`src/rtl/cache_fill_fsm.sv`:
```
// Miss-fill controller: fetches one cache block word-by-word from backing memory into the data array, then writes the tag.
// Latency: requests on cycles 1..BLOCK_WORDS after the miss edge; tag write on cycle BLOCK_WORDS+L (L = memory latency).
// Backpressure: none toward memory (one unthrottled read per cycle); fsm_busy stalls the pipeline for the whole fill.
module cache_fill_fsm #(
    parameter int BLOCK_WORDS = 8,
    parameter int ADDR_WIDTH  = 16
) (
    input  logic                            clk,
    input  logic                            rst,
    input  logic                            miss_detected,
    input  logic [ADDR_WIDTH-1:0]           miss_address,
    input  logic                            memory_data_valid,
    input  logic [15:0]                     memory_data,
    output logic                            fsm_busy,
    output logic                            mem_en,
    output logic [ADDR_WIDTH-1:0]           memory_address,
    output logic                            write_data_array,
    output logic [$clog2(BLOCK_WORDS)-1:0]  word_offset,
    output logic [15:0]                     fill_data,
    output logic                            write_tag_array
);

    localparam int OFF_W = $clog2(BLOCK_WORDS);
    localparam int CNT_W = OFF_W + 1;

    // Counters run 0..BLOCK_WORDS, so they need one bit more than the word offset.
    localparam logic [CNT_W-1:0]      CNT_FULL = CNT_W'(BLOCK_WORDS);
    localparam logic [CNT_W-1:0]      CNT_LAST = CNT_W'(BLOCK_WORDS - 1);
    // Byte-offset bits inside a block (word offset plus the halfword byte bit).
    localparam logic [ADDR_WIDTH-1:0] BLK_MASK = ADDR_WIDTH'(2 * BLOCK_WORDS - 1);

    typedef enum logic {
        IDLE = 1'b0,
        FILL = 1'b1
    } state_t;

    state_t                state, state_nxt;
    logic [ADDR_WIDTH-1:0] base, base_nxt;
    logic [CNT_W-1:0]      issue_cnt, issue_nxt;
    logic [CNT_W-1:0]      recv_cnt, recv_nxt;

    // State, block base and both word counters; synchronous reset aborts any fill in progress.
    always_ff @(posedge clk) begin
        if (rst) begin
            state     <= IDLE;
            base      <= '0;
            issue_cnt <= '0;
            recv_cnt  <= '0;
        end else begin
            state     <= state_nxt;
            base      <= base_nxt;
            issue_cnt <= issue_nxt;
            recv_cnt  <= recv_nxt;
        end
    end

    // Next-state and outputs: issue side and receive side advance independently during FILL.
    always_comb begin
        state_nxt        = state;
        base_nxt         = base;
        issue_nxt        = issue_cnt;
        recv_nxt         = recv_cnt;
        fsm_busy         = 1'b0;
        mem_en           = 1'b0;
        memory_address   = '0;
        write_data_array = 1'b0;
        write_tag_array  = 1'b0;
        word_offset      = recv_cnt[OFF_W-1:0];
        fill_data        = memory_data;

        case (state)
            IDLE: begin
                if (miss_detected) begin
                    state_nxt = FILL;
                    base_nxt  = miss_address & ~BLK_MASK;
                    issue_nxt = '0;
                    recv_nxt  = '0;
                end
            end
            FILL: begin
                fsm_busy = 1'b1;

                // Offset bits come only from the low counter bits, so the
                // address never carries into the tag (no wrap at top of memory).
                mem_en         = (issue_cnt < CNT_FULL);
                memory_address = base | (ADDR_WIDTH'(issue_cnt[OFF_W-1:0]) << 1);
                if (mem_en) begin
                    issue_nxt = issue_cnt + CNT_W'(1);
                end

                write_data_array = memory_data_valid && (recv_cnt < CNT_FULL);
                if (write_data_array) begin
                    recv_nxt = recv_cnt + CNT_W'(1);
                end

                // Last word in: strobe the tag and drop the stall on the same edge.
                write_tag_array = write_data_array && (recv_cnt == CNT_LAST);
                if (write_tag_array) begin
                    state_nxt = IDLE;
                end
            end
            default: begin
                state_nxt = IDLE;
            end
        endcase
    end

endmodule

```
`config.mk`:
```
export PLATFORM = sky130hd
export DESIGN_NAME = cache_fill_fsm
export DESIGN_NICKNAME = d
export VERILOG_FILES = /design/src/rtl/cache_fill_fsm.sv
export SDC_FILE = /design/constraint.sdc
export NUM_CORES = 1
export LEC_CHECK = 0
export CORE_UTILIZATION = 35
export DETAILED_ROUTE_END_ITERATION = 6
export MAX_ROUTING_LAYER = met4
export PLACE_DENSITY = 0.9
export SYNTH_ARGS = -nofsm -noshare
export SYNTH_HDL_FRONTEND = slang
export SYNTH_SLANG_ARGS = --single-unit
```
`constraint.sdc`:
```
create_clock -name clk -period 1.41 [get_ports clk]
set_input_delay 0.141 -clock clk [delete_from_list [all_inputs] [get_ports clk]]
set_output_delay 0.141 -clock clk [all_outputs]
set_load 0.05 [all_outputs]
```
==> results.ini <==
[place]
gp_routability_congestion = 0.805
place_ws_ps = 73.0
hpwlAfterDp_um = 1630
io_buffers = 37

[critical_path]
cp_data_arrival_time_ps = 1210
rr_endpoint = base[10]$_SDFFE_PP0P_
cp-start-kind = register
timing.rr.start = state$_SDFF_PP0_
path_buf_inv = 2
path_cells = nand3b_4, inv_4, and3_4, buf_12
crit_fanout = 5
cp_slowest_stage_delay_ps = 420
ff2ff_setup_slack_ps = 180
cp.required_ps = 1270
end_kind = primary output
cp_slowest_cell = dfxtp_4
crit_family = flip-flops
reg2reg_depth = 4
worstSetupPathType = reg2out

[die]
core-area_sq_um = 3030
io-pin-count = 75
die_h_um = 58.5
die_x_um = 58.5
dieArea_sq_um = 3420
num_rows = 20
initial_core_util = 0.369

[logic_synthesis]
synth_nets = 173
yosysSeqAreaShare = 0.377
synth_cell_types = 25
netlist_instances = 135
avgSynthCellArea_sq_um = 8.27
synth-seq-cells = 21
syn_area_sq_um = 1120
ys_warn_count = 0

[grt]
overflow = 0
grt_usage = 0.133
grt_pass1_wl_um = 3340
antenna_found_initial = 0
grt_pass1_vias = 787
grt_max_degree = 14

[detailed_routing]
drc = 0
vias = 895
wl_per_cell_um = 11.0
postRouteAntennaNets = 0
vias_per_cell = 4.39
dr.pass1.iters = 4
drtIter0Drc = 20
wirelength_um = 2240

[power_and_ir_drop]
peakVddDrop_v = 0.000290
power_mw = 1.24
leakagePower_nw = 0.685
power_density_nw_per_um2 = 729

[timing]
fin_skew_ps = 7.95
finalCritPeriodShare = 0.960
hold_slack_ps = 282
report.final.slew_viol_count = 0
finalHoldViolations = 0
setup_viol_count_final = 0
rsz0062_at_grt = false
setup_slack_ps = 56.3
fin_setup_tns_ps = 0
fmax_mhz = 739
period_minus_slack_ps = 1350

[final_layout]
layout.nets = 199
area_growth_pct = 52.9
diodes = 0
drive_above_1_share = 0.338
final_util = 0.564
nFillCells = 260

[run_status]
status = complete, no violations

[hold_path]
min_to = fill_data[15]
hold_path.class = in2out
worstHoldStart = memory_data[15]
min_path_cells = 0

[clock_network]
cts_tree = built
cts_sinks = 21
path_clk_slew_ps = 120
clockBufferDepth = 2
cts-htree-levels = 1
clkLatencyLatePin_ps = 300
cts_buffers = 3
clockRootBuffer = clkbuf_4

[job]
maxCapViolCount = 0

-- logic make-up (layout without fill, tap and decap cells) --
logic type / count (synthesis) / in the layout / synth area share
buffers and inverters: 29 / 54 / 0.195
xor gates and xnor gates: 1 / 1 / 0.00785
other: 1 / 1 / 0.00336
AOI/OAI and AO/OA: 19 / 19 / 0.0874
DFF: 21 / 21 / 0.377
and+or+nand+nor: 62 / 62 / 0.307
adders and majority gates: 2 / 2 / 0.0224
-- worst max path at each step --
stage / start / to / slack, ps / cells after the start
finish: state$_SDFF_PP0_ / write_tag_array / 60 / 4
detailed placement: memory_data_valid / write_tag_array / 70 / 5
global placement: memory_data_valid / write_tag_array / 100 / 5
floorplan: state$_SDFF_PP0_ / issue_cnt[3]$_SDFFE_PP0P_ / 30 / 4
global route: state$_SDFF_PP0_ / write_tag_array / 2 / 4
CTS: state$_SDFF_PP0_ / memory_address[4] / 6 / 3
-- cell type report --
type                       count  area [sq um]  area share
multi-input combinational     85           500       0.293
timing repair buffer          48           681       0.399
inverter                       2          10.0     0.00587
clock buffer                   3          22.5      0.0132
tap                           44          55.1      0.0323
sequential                    21           433       0.254
clock inverter                 1          5.00     0.00293
-- flip-flops by register name, indices dropped and copies added (netlist names) --
signal,count
recv_cnt,4
issue_cnt,4
base,12
state,1
-- synthesized netlist by cell type --
| cell type | count | area share |
|---|---|---|
| nand2_1 | 28 | 0.094 |
| dfxtp_1 | 21 | 0.38 |
| buf_4 | 20 | 0.13 |
| a21oi_1 | 18 | 0.081 |
| and2_1 | 15 | 0.084 |
| nand2b_1 | 4 | 0.022 |
| nand3_1 | 4 | 0.018 |
| buf_6 | 3 | 0.030 |
| clkbuf_1 | 3 | 0.010 |
| nand4b_1 | 3 | 0.024 |
| ha_1 | 2 | 0.022 |
| and2b_2 | 1 | 0.0078 |
| and3_4 | 1 | 0.010 |
| buf_8 | 1 | 0.013 |
| conb_1 | 1 | 0.0034 |
| inv_1 | 1 | 0.0034 |
| inv_2 | 1 | 0.0034 |
| nand3b_1 | 1 | 0.0067 |
| nand3b_4 | 1 | 0.018 |
| nand4_1 | 1 | 0.0056 |
| nor2_1 | 1 | 0.0034 |
| nor3_1 | 1 | 0.0045 |
| nor3_2 | 1 | 0.0090 |
| o31ai_1 | 1 | 0.0067 |
| xor2_1 | 1 | 0.0078 |
-- routing by layer --
metal	vias to the layer above	track usage	share of wire
met5	-	-	0
met4	0	0.0816	0.012
met3	2	0.0176	0.041
met2	24	0.232	0.53
met1	401	0.144	0.42
li1	468	-	-
-- power breakdown --
group | total, mW | internal [mW] | switching [mW]
logic | 0.322 | 0.160 | 0.162
registers | 0.635 | 0.617 | 0.0179
clock network | 0.287 | 0.106 | 0.181
-- through the flow --
stage	cells	instance area (sq um)
finish	204	1710
global placement	195	1600
floorplan	135	1120
detailed placement	195	1600
CTS	200	1640
global route	204	1710
-- timing repair --
| item | CTS | global route |
|---|---|---|
| endpoints found under the setup margin | 10 | 12 |
| hold buffers | 0 | 0 |
| resized for setup | 3 | 12 |
| buffers inserted | 1 | 4 |
-- layout by cell type (no fill, tap or decap) --
cell type        count
nand2_1             28
buf_12              22
a21oi_1             18
dfxtp_1             17
clkdlybuf4s50_1     15
and2_1              10
buf_4                9
and2_4               5
nand3_1              4
nand4b_1             3
clkbuf_4             3
dfxtp_4              3
nand2b_1             2
ha_1                 2
buf_6                2
nand3b_4             1
inv_4                1
and3_4               1
nand2b_4             1
inv_2                1
and2b_2              1
nand2b_2             1
nand3b_1             1
xor2_1               1
nor3_1               1
o31ai_1              1
nor2_1               1
nor3_2               1
nand4_1              1
conb_1               1
clkinv_2             1
dfxtp_2              1
Power figures use the tool's default switching activity.
